## config.mk

```make
export PLATFORM = sky130hd
export DESIGN_NAME = pipe_meta
export DESIGN_NICKNAME = d
export VERILOG_FILES = /design/src/rtl/pipe_meta.sv
export SDC_FILE = /design/constraint.sdc
export NUM_CORES = 1
export LEC_CHECK = 0
export BUFFER_PORTS_ARGS = -buffer_cell sky130_fd_sc_hd__buf_2
export CAP_MARGIN = 20
export CORE_ASPECT_RATIO = 1.25
export CORE_UTILIZATION = 41
export DETAILED_ROUTE_END_ITERATION = 8
export GPL_TIMING_DRIVEN = 0
export PLACE_DENSITY_LB_ADDON = 0.05
export SYNTH_ARGS = -nofsm -noshare
export SYNTH_HDL_FRONTEND = slang
export SYNTH_SLANG_ARGS = --single-unit
```

## constraint.sdc

```tcl
create_clock -name clk -period 0.9 [get_ports clk]
set_input_delay 0.18 -clock clk [delete_from_list [all_inputs] [get_ports clk]]
set_output_delay 0.18 -clock clk [all_outputs]
set_load 0.02 [all_outputs]
```

## src/rtl/pipe_meta.sv

```systemverilog
// pipe_meta: EX/MEM/WB metadata slots feeding hazard/forwarding; ID data shows on EX +1, MEM +2, WB +3 cycles.
// hold freezes every slot; stall/flush_id_ex bubble EX only. PIPE_META_PERF_EN compiles the perf counters.
module pipe_meta (
  input  logic        clk,
  input  logic        rst_n,
  input  logic        valid_id,
  input  logic [4:0]  rs1_addr_id,
  input  logic [4:0]  rs2_addr_id,
  input  logic [4:0]  rd_addr_id,
  input  logic        rd_we_id,
  input  logic        is_load_id,
  input  logic        is_store_id,
  input  logic        stall,
  input  logic        flush_id_ex,
  input  logic        hold,
  output logic [4:0]  rs1_addr_ex,
  output logic [4:0]  rs2_addr_ex,
  output logic [4:0]  rd_addr_ex,
  output logic        rd_we_ex,
  output logic        is_load_ex,
  output logic        valid_ex,
  output logic [4:0]  rs2_addr_mem,
  output logic [4:0]  rd_addr_mem,
  output logic        rd_we_mem,
  output logic        is_load_mem,
  output logic        is_store_mem,
  output logic        valid_mem,
  output logic [4:0]  rd_addr_wb,
  output logic        rd_we_wb,
  output logic        valid_wb,
  output logic [31:0] perf_stall_cnt,
  output logic [31:0] perf_flush_cnt,
  output logic [31:0] perf_retire_cnt
);

  logic       bubble;
  logic       is_store_ex;
  logic       valid_ex_n;
  logic       rd_we_ex_n;
  logic       is_load_ex_n;
  logic       is_store_ex_n;
  logic [4:0] rs1_ex_n;
  logic [4:0] rs2_ex_n;
  logic [4:0] rd_ex_n;

  assign bubble = flush_id_ex | stall;

  // Flags are qualified at capture so a bubble or invalid slot can never carry them downstream.
  always_comb begin
    valid_ex_n    = 1'b0;
    rd_we_ex_n    = 1'b0;
    is_load_ex_n  = 1'b0;
    is_store_ex_n = 1'b0;
    rs1_ex_n      = 5'd0;
    rs2_ex_n      = 5'd0;
    rd_ex_n       = 5'd0;
    if (!bubble) begin
      valid_ex_n    = valid_id;
      rd_we_ex_n    = rd_we_id & valid_id & (rd_addr_id != 5'd0);
      is_load_ex_n  = is_load_id & valid_id;
      is_store_ex_n = is_store_id & valid_id;
      rs1_ex_n      = rs1_addr_id;
      rs2_ex_n      = rs2_addr_id;
      rd_ex_n       = rd_addr_id;
    end
  end

  always_ff @(posedge clk or negedge rst_n) begin
    if (!rst_n) begin
      valid_ex     <= 1'b0;
      rd_we_ex     <= 1'b0;
      is_load_ex   <= 1'b0;
      is_store_ex  <= 1'b0;
      rs1_addr_ex  <= 5'd0;
      rs2_addr_ex  <= 5'd0;
      rd_addr_ex   <= 5'd0;
      valid_mem    <= 1'b0;
      rd_we_mem    <= 1'b0;
      is_load_mem  <= 1'b0;
      is_store_mem <= 1'b0;
      rs2_addr_mem <= 5'd0;
      rd_addr_mem  <= 5'd0;
      valid_wb     <= 1'b0;
      rd_we_wb     <= 1'b0;
      rd_addr_wb   <= 5'd0;
    end else if (!hold) begin
      valid_ex     <= valid_ex_n;
      rd_we_ex     <= rd_we_ex_n;
      is_load_ex   <= is_load_ex_n;
      is_store_ex  <= is_store_ex_n;
      rs1_addr_ex  <= rs1_ex_n;
      rs2_addr_ex  <= rs2_ex_n;
      rd_addr_ex   <= rd_ex_n;
      valid_mem    <= valid_ex;
      rd_we_mem    <= rd_we_ex;
      is_load_mem  <= is_load_ex;
      is_store_mem <= is_store_ex;
      rs2_addr_mem <= rs2_addr_ex;
      rd_addr_mem  <= rd_addr_ex;
      valid_wb     <= valid_mem;
      rd_we_wb     <= rd_we_mem;
      rd_addr_wb   <= rd_addr_mem;
    end
  end

`ifdef PIPE_META_PERF_EN
  logic [31:0] stall_cnt_q;
  logic [31:0] flush_cnt_q;
  logic [31:0] retire_cnt_q;

  // A flush coinciding with a stall is one bubble, already counted as a stall.
  always_ff @(posedge clk or negedge rst_n) begin
    if (!rst_n) begin
      stall_cnt_q  <= 32'd0;
      flush_cnt_q  <= 32'd0;
      retire_cnt_q <= 32'd0;
    end else if (!hold) begin
      if (stall)
        stall_cnt_q <= stall_cnt_q + 32'd1;
      if (flush_id_ex && !stall)
        flush_cnt_q <= flush_cnt_q + 32'd1;
      if (valid_wb)
        retire_cnt_q <= retire_cnt_q + 32'd1;
    end
  end

  assign perf_stall_cnt  = stall_cnt_q;
  assign perf_flush_cnt  = flush_cnt_q;
  assign perf_retire_cnt = retire_cnt_q;
`else
  assign perf_stall_cnt  = 32'd0;
  assign perf_flush_cnt  = 32'd0;
  assign perf_retire_cnt = 32'd0;
`endif

endmodule
```

Yosys cells after proc, flatten, opt, wreduce, memory -nomap -nowiden:

Index checks and enable logic that the tools add are counted.

* ROM bits: 0
* register bits after elaboration: 40
* RAM bits: 0
* input port bits: 24
* memories: 0
* output and inout port bits: 135
* logic and storage cells: 29
* bits in latches: 0

* multipliers: 0
* add/sub/neg operators: 0
* magnitude comparators: 0
* mux-type cells: 7
* equal/unequal tests: 0
* reduce and logical (&&, ||, !) cells: 1
* div/mod/pow operators: 0
* shifts and indexed selects: 0
* bitwise operators: 5

Operators with widths (number)
* $mux 5: 3
* $reduce_bool 5->1: 1
* $and 1x1->1: 4
* $mux 1: 4
* $or 1x1->1: 1

Logic depth before layout (Yosys ltp):

Gate-level depths: netlist (run 1).

* depth in word-level cells: 3
* mapped depth: 4
* gate-level depth less buffers: 3

Worst setup path before layout (run 1):

No wires, ideal clock.

* kind: input to register
* start point: in rd_addr_id[2]
* end point: reg rd_we_ex
* library setup time: 0.122 ns
* data arrival time: 0.918 ns
* slack: -0.140 ns
* stages: 3
* required time: 0.778 ns
* cell sequence: or4_1 o2111ai_1 nand2_1

* longest elaborated chain between the ends: 3

Ends and longest elaborated chain
* start: declaration: line 9 `input logic [4:0] rd_addr_id,`
* $reduce_bool 5->1: line 59 `rd_we_ex_n = rd_we_id & valid_id & (rd_addr_id != 5'd0);`
* $and 1x1->1: line 59
* $mux 1: line 57 `if (!bubble) begin`
* end signal: assignment: line 88 `rd_we_ex <= rd_we_ex_n;`
* end: declaration: line 19 `output logic rd_we_ex,`

Every way passes these cells.
A chain may end at the register's enable or synchronous reset.

Final worst setup path (run 1):

* start point: reg rd_addr_ex[0]
* end point: out rd_addr_ex[0]

RTL lines
* start: declaration: line 18 `output logic [4:0] rd_addr_ex,`
* start signal: assignment: line 93 `rd_addr_ex <= rd_ex_n;`

No word-level cell between the ends.

==> results.md, run 1 <==
- The total grt overflow is 0.
- The depth of the worst register-to-register path is 2.
- The first global-routing pass estimated 6640 um of wire.
- The clock passes through at most 2 buffers.
- The count of unresolved DRC violations after routing is 0.
- Sorting the synthesized cells by area gives the leading types as sky130_fd_sc_hd__dfrtp_1 (46%), sky130_fd_sc_hd__buf_4 (33%), sky130_fd_sc_hd__mux2_2 (11%).
- The number of top-level design ports is 159.
- In this run the power density over the cells is 1330 mW/mm^2.
- In the routed layout, each cell is associated on average with a via count of 3.68.
- The post-synthesis cell area is roughly 0.0022 sq mm.
- The worst IR drop on VDD is around 0.00067 V.
- TritonCTS built the clock tree.
- The biggest fanout along the worst timing path is 2.
- The maximum operating frequency is 980 MHz.
- The worst setup path is captured at an output port.
- The maximum number of pins on one net before global-route repair is about 40.
- The number of pins exceeding their max-slew limit in the final report is 0.
- The starting density of the core is 0.430.
- Broken down by cell family, the worst path's largest delay share belongs to flip-flops.
- Walking the worst path, the cells encountered are buf_6.
- The number of CTS-inserted buffers is 5.
- For this run, the slowest stage of the critical path takes just over 0.4 ns.
- The worst path in the final design needs a cycle of 1.02 ns, including I/O delays and setup.
- After detailed routing, the average wire length per cell comes to between 10 and 15 um.
- The cell type of the slowest stage on the worst timing path is sky130_fd_sc_hd__dfrtp_1.
- On the final layout, the worst hold slack is about 0.019 ns.
- STA classifies the critical path startpoint as a flop.
- The critical path in this run is classified as flop to output port.
- Buffers inserted to repair hold after CTS numbered 0.
- The biggest area contributor in the post-synthesis netlist is sky130_fd_sc_hd__dfrtp_1.
- Setup slack on the critical path of the routed design comes to -0.120 ns.
- The die area is roughly 0.0057 sq mm.
- The routed design has between 4000 and 5000 um of wire.
- The share of the Yosys chip area taken by registers is 0.455.
- The post-layout net count is approximately 400.
- Setup violations remaining at the end of the flow were counted as between 40 and 50.
- The row count is 29.
- The core region is roughly 0.0051 sq mm.
- The total routing usage reported by global routing is 0.156.
- Relative to the synthesized area, the layout overhead comes to 61.6%.
- The final reports fail on negative setup slack.
- The worst reg-to-reg setup slack is -0.03 ns.
- In this run the static leakage power is approximately 0.0021 uW.
- The data arrival at the endpoint of the critical path is between 0.8 and 0.9 ns.
- The area fraction of the dominant cell type after synthesis is 0.455.
- The estimated wirelength of the detail-placed design is 3220 um.
- In this run, the number of DRC markers left after iteration 0 of detailed routing was 39.
- The via count of the first global-routing pass is around 1400.
- The initial antenna violation count is 0.
- The number of enable flip-flop cells after synthesis is 0.
- The number of optimization iterations in the first detailed-route pass is 3.
- The final clock skew is 0.00250 ns.
- The worst-margin pin slew is about 0.89 ns.
- The cell count after synthesis came out at ~190.
- The commonest cells after synthesis are sky130_fd_sc_hd__buf_4 (96), sky130_fd_sc_hd__dfrtp_1 (40), sky130_fd_sc_hd__mux2_2 (21).
- The hold violation total from the final report is 0.
- The synthesized area divided by synthesized cell count is 11.8 sq um.
- The distinct cell type count after synthesis is 14.
- The most used flip-flop cell after synthesis is sky130_fd_sc_hd__dfrtp_1.
- The congestion estimate from routability-driven global placement came to roughly 0.61.
- The critical register-to-register path startpoint is rd_addr_ex[4]$_DFFE_PN0N_.
- The post-detailed-route count of antenna-violating nets is 0.
- By instance count, the leading cell after synthesis is sky130_fd_sc_hd__buf_4.
- The antenna cell count is 0.
- The number of buffer cells added on primary ports is 61.
- After synthesis, the share of flip-flops with an asynchronous set or reset is 1.00.
- The clock root buffer is sky130_fd_sc_hd__clkbuf_8.
- The headroom to the max-slew limit is 0.409.
- After clock tree synthesis, the clock-pin slew on the worst setup and hold paths is 0.07 ns.
- The clock tree synthesis step divided the H-tree into 2 levels.
- The total of flip-flops plus latches after synthesis is 40.
- The share of the clock period used by the worst path after layout is 1.13.
- The class of the tightest hold or removal check is primary input to asynchronous set/reset pin.
- The count of buffering cells on the critical path with inverters included is 1.
- The final standard cell utilization of the core is 0.695.
- Setup repair after global routing could not meet its margin everywhere.
- The vias after detailed routing is 1602.
- In the final layout, the share of cells above drive strength 1 is 0.576.
- CTS saw 40 sinks.
- Measured along the x axis, the die boundary spans between 60 and 70 um.
- The max capacitance violation total is 0.
- The run finished, with violations left.
- The die height is around 84 um.
- For this run, the number of Yosys warnings is 0.
- The data required time at the worst endpoint is 0.72 ns.
- The endpoint of the worst register-to-register path is rd_addr_mem[4]$_DFFE_PN0N_.
- The clock latency of the later-clocked register in the worst-skew pair is around 0.28 ns.
==> sequential cells by signal, indices dropped and copies added, names as in the netlist <==
register and count:
valid_ex 1, is_store_ex 1, is_load_ex 1, rs2_addr_mem 5
rd_addr_ex 5, is_store_mem 1, rd_we_mem 1, valid_wb 1
rd_addr_mem 5, rd_we_ex 1, rs2_addr_ex 5, rd_addr_wb 5
rs1_addr_ex 5, is_load_mem 1, rd_we_wb 1, valid_mem 1
==> logic make-up (layout without fill, tap and decap cells) <==
family	count (synthesis)	count (layout)	share of synthesized area
simple gates	4	4	0.0142
mux	21	21	0.108
flops	40	40	0.455
compound gates	19	19	0.0774
other cells	1	96	0.00171
buf+inv	102	193	0.344
==> worst max-delay path by stage <==
stage,start,endpoint,slack (ns),cells past startpoint
final,rd_addr_ex[0]$_DFFE_PN0N_,rd_addr_ex[0],-0.12,1
after global routing,rd_addr_mem[4]$_DFFE_PN0N_,rd_addr_mem[4],-0.15,1
after CTS,rd_addr_mem[4]$_DFFE_PN0N_,rd_addr_mem[4],-0.12,1
after detailed placement,rd_addr_id[2],rd_we_ex$_DFFE_PN0N_,-0.32,4
after global placement,rd_addr_id[2],rd_we_ex$_DFFE_PN0N_,-0.33,4
after floorplan,rd_addr_id[2],rd_we_ex$_DFFE_PN0N_,-0.14,3
==> metrics by stage <==
stage	setup slack (ns)	std cells	cell area, sq um	TNS [ns]	power [uW]
2_1_floorplan	-0.140	282	2580	-0.142	2990
3_3_place_gp	-0.326	405	2960	-5.25	3230
3_5_place_dp	-0.325	405	2960	-5.82	3250
4_1_cts	-0.123	430	3440	-4.01	4680
5_1_grt	-0.151	435	3550	-5.41	4940
6_report	-0.120	435	3550	-3.80	4710
==> power breakdown <==
part	total [uW]	switching [uW]	leakage [uW]	internal, uW
Combinational	1510	769	0.00152	745
Clock	1190	570	0.0000455	625
Sequential	2000	90.4	0.000541	1910
==> area by class of cell <==
cell class / count / area, sq um
fillers: 414 / 1560
repair buffers: 83 / 788
well taps: 62 / 77.6
clock buffers: 8 / 90.1
plain buffers: 102 / 781
flip-flops and latches: 40 / 1000
multi-input cells: 140 / 816
==> per-layer routing <==
layer | part of all wire | global-route usage | vias up | wire length, um
met3 | 0.086 | 0.0533 | 4 | 392
li1 | - | - | 804 | -
met5 | 0 | 0 | - | 0
met1 | 0.35 | 0.172 | 713 | 1620
met2 | 0.55 | 0.276 | 81 | 2530
met4 | 0.0074 | 0.0348 | 0 | 34
==> cell usage in the layout, fill, tap and decap left out, drive strengths merged <==
master	synthesis	final
nand2	2	2
clkbuf	1	9
o2111ai	1	1
dfrtp	40	40
or4	1	1
a32o	2	2
conb	1	96
nor3	1	1
buf	101	184
a22o	16	16
mux2	21	21
==> repair_timing <==
action,4_1_cts,5_1_grt
buffers inserted,17,5
gates resized for setup,81,16
setup endpoints to repair,40,69
pin swaps,3,5
gates cloned,0,0
Power figures use the tool's default switching activity.
==> run 2, diff against run 1 <==
CORE_UTILIZATION = 44   (was 41)
HOLD_SLACK_MARGIN = 0.05   (was not set)
clock period = 1.2 ns   (was 0.9 ns; I/O delays follow)
==> run 2 against run 1 <==
Against the previous run:
- the run now ends clean
- register-to-register slack gained 0.45 ns
- clock power decreased by 31%
- final cell count shrank 5.7%
- total power fell by 32%
- sequential power decreased by 26%
- critical path type unchanged
- highest routed layer unchanged
==> results.md, run 2 (synthesis gave the netlist of run 1 again) <==
- The net switching fraction of the power is 0.315 (was 0.303).
- The post-detailed-route count of antenna-violating nets was 0 (unchanged).
- The cell area reported after detailed placement came to 0.00294 sq mm (was 0.00296 sq mm).
- The total wirelength of the detailed-routed design was 4010 um (was 4580 um).
- The via count of the first global-routing pass was 1286 (was 1393).
- The finished layout cell area came to 0.00301 sq mm (was 0.00355 sq mm).
- The biggest fanout along the worst timing path is 3 (was 2).
- For this run, the top clock speed supported by timing is 907 MHz.
- Most frequent cells in the layout: sky130_fd_sc_hd__buf_4 (96), sky130_fd_sc_hd__conb_1 (96), sky130_fd_sc_hd__buf_2 (65) (was sky130_fd_sc_hd__buf_4 (105), sky130_fd_sc_hd__conb_1 (96), sky130_fd_sc_hd__buf_6 (57)).
- The setup violation total in the final timing report is 0 (was 43).
- The worst-margin pin slew is 0.854 ns (was 0.887 ns).
- The number of gates given a new drive strength after cts is 0 (was 81).
- The critical path's top delay family is flip-flops (unchanged).
- The part of the power in combinational logic is 0.286 (was 0.321).
- Run status: complete, no violations (was finished with violations).
- The total grt overflow is 0 (unchanged).
- The maximum clock path buffer count came to 2 (unchanged).
- The number of sinks driven by the clock tree is 40 (unchanged).
- The CTS tree is done (unchanged).
- The maximum number of pins on one net before global-route repair came to 41 (unchanged).
- The count of buffering cells on the critical path with inverters included is 1 (unchanged).
- The final weighted congestion in routability-driven placement is 0.679 (was 0.609).
- The average via count per standard cell came to 3.69 (was 3.68).
- The internal power is 2200 uW (was 3280 uW).
- The count of unresolved DRC violations after routing is 0 (unchanged).
- The wire length of the first global-routing pass is 5790 um (was 6640 um).
- The final setup slack of the worst path is 0.0972 ns (was -0.120 ns).
- The layout overhead on the synthesized area is 37.1% (was 61.6%).
- The nature of the critical path startpoint is a flop (unchanged).
- The type of element capturing the critical path is an output port (unchanged).
- Of the available clock period, the critical path in the final layout requires 0.919.
- The number of cells in the finished layout apart from fillers is 410 (was 435).
- The buffers inserted during post-CTS setup optimization is 0 (was 17).
- RSZ-0062 raised after global routing: false (was true).
- The antenna cell count is 0 (unchanged).
- The number of top-level design ports is 159 (unchanged).
- The clock-pin slew of the registers on the worst-case setup and hold paths was 0.07 ns (about the same).
- The number of CTS-inserted buffers was 5 (unchanged).
- The static power due to leakage is 0.00192 uW (was 0.00211 uW).
- The die height is 81.0 um (was 83.9 um).
- The standard cell core area came to 0.00476 sq mm (was 0.00512 sq mm).
- The row count was 28 (was 29).
- Series of cell instances along the critical path: buf_2 (was buf_6).
- The total instance count after detailed placement is 403 (was 405).
- The post-place setup slack is -0.110 ns (was -0.325 ns).
- The number of buffer cells added on primary ports is 61 (unchanged).
- The number of optimization iterations in the first detailed-route pass was 4 (was 3).
- The data required time at the worst endpoint is 0.96 ns (was 0.72 ns).
- The fraction of final layout cells with drive strength greater than 1 was 0.546 (was 0.576).
- The data arrival at the endpoint of the critical path came to 0.86 ns (was 0.84 ns).
- The net switching power is 1010 uW (was 1430 uW).
- The headroom to the max-slew limit is 0.431 (was 0.409).
- The number of pins exceeding their max-slew limit in the final report is 0 (unchanged).
- The die extent in x is 65.2 um (was 67.5 um).
- The CTS H-tree depth was 2 (unchanged).
- The die area is 0.00528 sq mm (was 0.00566 sq mm).
- The cell type of the slowest stage on the worst timing path is sky130_fd_sc_hd__dfrtp_1 (unchanged).
- The DRC marker count from the first detailed-route iteration is 41 (was 39).
- The vias after detailed routing is 1512 (was 1602).
- The number of fillers in the final layout is 426 (was 414).
- The class of the tightest hold or removal check is primary input to asynchronous set/reset pin (unchanged).
- The number of buffers added to fix hold violations after cts is 0 (unchanged).
- The power density over the cells is 1070 mW/mm^2 (was 1330 mW/mm^2).
- The worst stage delay on the critical path is 0.41 ns (about the same).
- The class of the most critical setup path is flop to output port (unchanged).
- The worst IR drop on VDD is 0.000534 V (was 0.000669 V).
- The power share of the sequential group is 0.461 (was 0.425).
- The initial antenna violation count is 0 (unchanged).
- The routed wirelength normalized by instance count is 9.79 um (was 10.5 um).
- The clock latency of the later-clocked register in the worst-skew pair is 0.28 ns (about the same).
- The post-layout net count was 374 (was 396).
- The clock root buffer is sky130_fd_sc_hd__clkbuf_8 (unchanged).
- The total routing usage reported by global routing came to 0.149 (was 0.156).
- The starting density of the core is 0.461 (was 0.430).
- The share of power burned in the clock network is 0.253 (was 0.254).
- The hold violation total from the final report was 0 (unchanged).
- The max capacitance violation total is 0 (unchanged).
- The final clock skew is 0.00352 ns (was 0.00250 ns).
- The time the worst path needs with I/O delays and setup is ~1.1 ns.
[run 2: layer usage]
metal	GRT usage	wire, um	up-vias
li1	-	-	755
met1	0.154	1400	670
met2	0.265	2160	80
met3	0.0478	387	7
met4	0.0783	68	0
met5	0	0	-
[run 2: worst paths after layout]
| check | startpoint | to | slack (ns) | depth (start not counted) |
|---|---|---|---|---|
| setup / recovery | rd_addr_ex[4]$_DFFE_PN0N_ | rd_addr_ex[4] | 0.1 | 1 |
| hold / removal | rst_n | rd_addr_wb[2]$_DFFE_PN0N_ | 0.06 | 1 |
| setup reg to reg | rd_addr_ex[4]$_DFFE_PN0N_ | rd_addr_mem[4]$_DFFE_PN0N_ | 0.42 | 1 |
| hold reg to reg | is_store_ex$_DFFE_PN0N_ | is_store_ex$_DFFE_PN0N_ | 0.50 | 1 |
| max in group asynchronous | rst_n | rd_addr_wb[1]$_DFFE_PN0N_ | 0.61 | 1 |
| min in group clk | rs2_addr_id[3] | rs2_addr_ex[3]$_DFFE_PN0N_ | 0.17 | 2 |
[run 2: stage by stage]
stage / utilization / TNS (ns) / hold slack [ns] / total power [uW]
after detailed placement: 0.616 / -0.323 / 0.403 / 2420
after floorplan: - / 0 / -0.0556 / 2240
after global placement: 0.616 / -0.144 / 0.412 / 2410
after global routing: 0.632 / 0 / 0.134 / 3390
final: 0.632 / 0 / 0.0582 / 3220
after CTS: 0.632 / 0 / 0.0931 / 3240
[run 2: cell type report]
| cell class | count | area (sq um) | share of cell area |
|---|---|---|---|
| Clock inverter | 1 | 5.00 | 0.00166 |
| Clock buffer | 6 | 72.6 | 0.0241 |
| Multi-Input combinational cell | 140 | 798 | 0.265 |
| Sequential cell | 40 | 1000 | 0.332 |
| Buffer | 102 | 756 | 0.251 |
| Timing Repair Buffer | 61 | 305 | 0.101 |
| Tap cell | 60 | 75.1 | 0.0249 |
[run 2: power by group through the flow]
stage	Clock (uW)	Sequential (uW)	Combinational, uW
after CTS	845	1480	914
after floorplan	0	1620	620
final	816	1480	920
after detailed placement	0	1510	913
after global placement	0	1510	908
after global routing	906	1500	987
==> run 3, diff against run 2 <==
SETUP_SLACK_MARGIN = 0.4   (was not set)
SKIP_LAST_GASP = 1   (was not set)
==> run 3 against run 2 <==
Against the previous run:
- cell area grew 26%
- non-clock buffer count grew 43
- utilization grew 17 points
- via count grew 15%
- sequential cell count is the same
- first-iteration DRC count grew 56%
- largest power group unchanged
- total power grew 13%
- routed wire length grew 39%
==> results.md, run 3 (synthesis gave the netlist of run 1 again) <==
- The final weighted congestion in routability-driven placement is 0.735 (was 0.679).
- RSZ-0062 raised after global routing: true (was false).
- The initial antenna violation count is 0 (unchanged).
- The max capacitance violation total came to 0 (unchanged).
- The number of optimization iterations in the first detailed-route pass is 4 (unchanged).
- The net switching power is 1130 uW (was 1010 uW).
- The class of the tightest hold or removal check is primary input to asynchronous set/reset pin (unchanged).
- The critical path's top delay family is flip-flops (unchanged).
- The die extent in x is 65.2 um (unchanged).
- The cell type of the slowest stage on the worst timing path was sky130_fd_sc_hd__dfrtp_1 (unchanged).
- The share of the clock period used by the worst path after layout is 0.916 (was 0.919).
- The total negative slack for setup checks is 0 ns (unchanged).
- The part of the power in combinational logic came to 0.354 (was 0.286).
- Run status: complete, no violations (unchanged).
- The data required time at the worst endpoint is 0.96 ns (about the same).
- The hold violation total from the final report is 0 (unchanged).
- The number of pins exceeding their max-slew limit in the final report is 0 (unchanged).
- The post-layout net count was 417 (was 374).
- The worst stage delay on the critical path was 0.42 ns (was 0.41 ns).
- The total grt overflow came to 0 (unchanged).
- The maximum clock path buffer count is 2 (unchanged).
- The nature of the critical path startpoint is a flop (unchanged).
- The data arrival at the endpoint of the critical path came to 0.86 ns (about the same).
- The antenna cell count was 0 (unchanged).
- The die height was 81.0 um (unchanged).
- The CTS tree is done (unchanged).
- The class of the most critical setup path is flop to output port (unchanged).
- The number of buffers added to fix hold violations after cts was 0 (unchanged).
- The count of buffering cells on the critical path with inverters included is 1 (unchanged).
- The internal power came to 2490 uW (was 2200 uW).
- Series of cell instances along the critical path: buf_6 (was buf_2).
- The total routing usage reported by global routing is 0.184 (was 0.149).
- The starting density of the core is 0.461 (unchanged).
- The worst IR drop on VDD was 0.000542 V (was 0.000534 V).
- The standard cell core area is 0.00476 sq mm (unchanged).
- Summed over all nets, the half-perimeter wirelength after detailed placement is 3460 um.
- The number of top-level design ports was 159 (unchanged).
- The power density over the cells is 954 mW/mm^2 (was 1070 mW/mm^2).
- The biggest fanout along the worst timing path is 2 (was 3).
- The total power came to 3630 uW (was 3220 uW).
- The number of CTS-inserted buffers is 5 (unchanged).
- The finished layout cell area is 0.00380 sq mm (was 0.00301 sq mm).
- The clock latency of the later-clocked register in the worst-skew pair is 0.29 ns (was 0.28 ns).
- The maximum operating frequency is 910 MHz (was 907 MHz).
- Leaving out fill and tap cells, the most frequent cell in the layout is sky130_fd_sc_hd__buf_4.
- The average via count per standard cell came to 3.83 (was 3.69).
- The count of unresolved DRC violations after routing was 0 (unchanged).
- The net switching fraction of the power came to 0.312 (was 0.315).
- The setup violation total in the final timing report is 0 (unchanged).
- The maximum number of pins on one net before global-route repair is 41 (unchanged).
- The CTS H-tree depth is 2 (unchanged).
- The final clock skew is 0.0101 ns (was 0.00352 ns).
- The wire length of the first global-routing pass is 7160 um (was 5790 um).
- The type of element capturing the critical path was an output port (unchanged).
- The cell area reported after detailed placement is 0.00305 sq mm (was 0.00294 sq mm).
- The share of power burned in the clock network was 0.229 (was 0.253).
- The number of buffer cells added on primary ports is 61 (unchanged).
- The total wirelength of the detailed-routed design is 5590 um (was 4010 um).
- The row count is 28 (unchanged).
- The time the worst path needs with I/O delays and setup was 1.10 ns (about the same).
- The power share of the sequential group was 0.417 (was 0.461).
- The vias after detailed routing was 1736 (was 1512).
- The number of sinks driven by the clock tree is 40 (unchanged).
- Most frequent cells in the layout: sky130_fd_sc_hd__buf_4 (117), sky130_fd_sc_hd__conb_1 (96), sky130_fd_sc_hd__buf_6 (65) (was sky130_fd_sc_hd__buf_4 (96), sky130_fd_sc_hd__conb_1 (96), sky130_fd_sc_hd__buf_2 (65)).
- The fraction of final layout cells with drive strength greater than 1 is 0.603 (was 0.546).
- The layout overhead on the synthesized area is 72.9% (was 37.1%).
- The die area is 0.00528 sq mm (unchanged).
- The post-detailed-route count of antenna-violating nets is 0 (unchanged).
- The DRC marker count from the first detailed-route iteration is 64 (was 41).
- The via count of the first global-routing pass is 1515 (was 1286).
- The routed wirelength normalized by instance count is 12.3 um (was 9.79 um).
- The static power due to leakage is 0.00228 uW (was 0.00192 uW).
- The worst-margin pin slew is 0.865 ns (was 0.854 ns).
- The headroom to the max-slew limit is 0.423 (was 0.431).
- The clock-pin slew of the registers on the worst-case setup and hold paths is 0.08 ns (was 0.07 ns).
- The clock root buffer is sky130_fd_sc_hd__clkbuf_8 (unchanged).
-- run 3: cell count changes in the layout (fill, tap and decap cells not counted), sizes merged --
| cell | previous run | this run |
|---|---|---|
| buf | 162 | 205 |
-- run 3: repair_timing --
item | 4_1_cts | 5_1_grt
endpoints found under the hold margin | 0 | 0
pin swaps | 7 | 5
buffers inserted | 33 | 10
cloned | 0 | 0
gates resized for setup | 84 | 20
endpoints found under the setup margin | 51 | 74
-- run 3: per-stage QoR --
| stage | util | std cells | worst slack, ns | hold WS, ns |
|---|---|---|---|---|
| after floorplan | - | 282 | 0.100 | -0.0556 |
| after global placement | 0.640 | 403 | -0.0666 | 0.405 |
| after detailed placement | 0.640 | 403 | -0.0788 | 0.403 |
| after CTS | 0.766 | 443 | 0.114 | 0.0840 |
| after global routing | 0.798 | 453 | 0.0887 | 0.124 |
| final | 0.798 | 453 | 0.101 | 0.0698 |
-- run 3: worst paths after layout --
path,endpoint,cells past startpoint,startpoint,slack [ns]
setup / recovery,rd_addr_mem[3],1,rd_addr_mem[3]$_DFFE_PN0N_,0.10
hold / removal,rd_addr_mem[4]$_DFFE_PN0N_,1,rst_n,0.07
setup reg to reg,valid_mem$_DFFE_PN0N_,3,valid_ex$_DFFE_PN0N_,0.16
hold reg to reg,is_store_ex$_DFFE_PN0N_,1,is_store_ex$_DFFE_PN0N_,0.51
max in group asynchronous,valid_mem$_DFFE_PN0N_,1,rst_n,0.59
min in group clk,rd_addr_ex[2]$_DFFE_PN0N_,2,rd_addr_id[2],0.16
-- run 3: power by group through the flow --
stage          clock network (uW)  registers (uW)  logic [uW]
2_1_floorplan                   0            1620         674
3_3_place_gp                    0            1510         958
3_5_place_dp                    0            1520         964
4_1_cts                       842            1500        1190
5_1_grt                       893            1520        1350
6_report                      829            1510        1290
-- run 3: final cells by class --
class	instances	area (sq um)
plain buffers	102	793
clock buffers	6	72.6
clock inverters	1	5.00
fillers	283	963
multi-input cells	140	887
flip-flops and latches	40	1000
well taps	60	75.1
repair buffers	104	967
-- run 3: metal layers --
layer / track usage / up-vias / part of all wire
met5: 0 / - / 0
met4: 0.0783 / 0 / 0.013
met1: 0.197 / 808 / 0.35
met3: 0.0379 / 5 / 0.063
met2: 0.343 / 83 / 0.57
li1: - / 840 / -
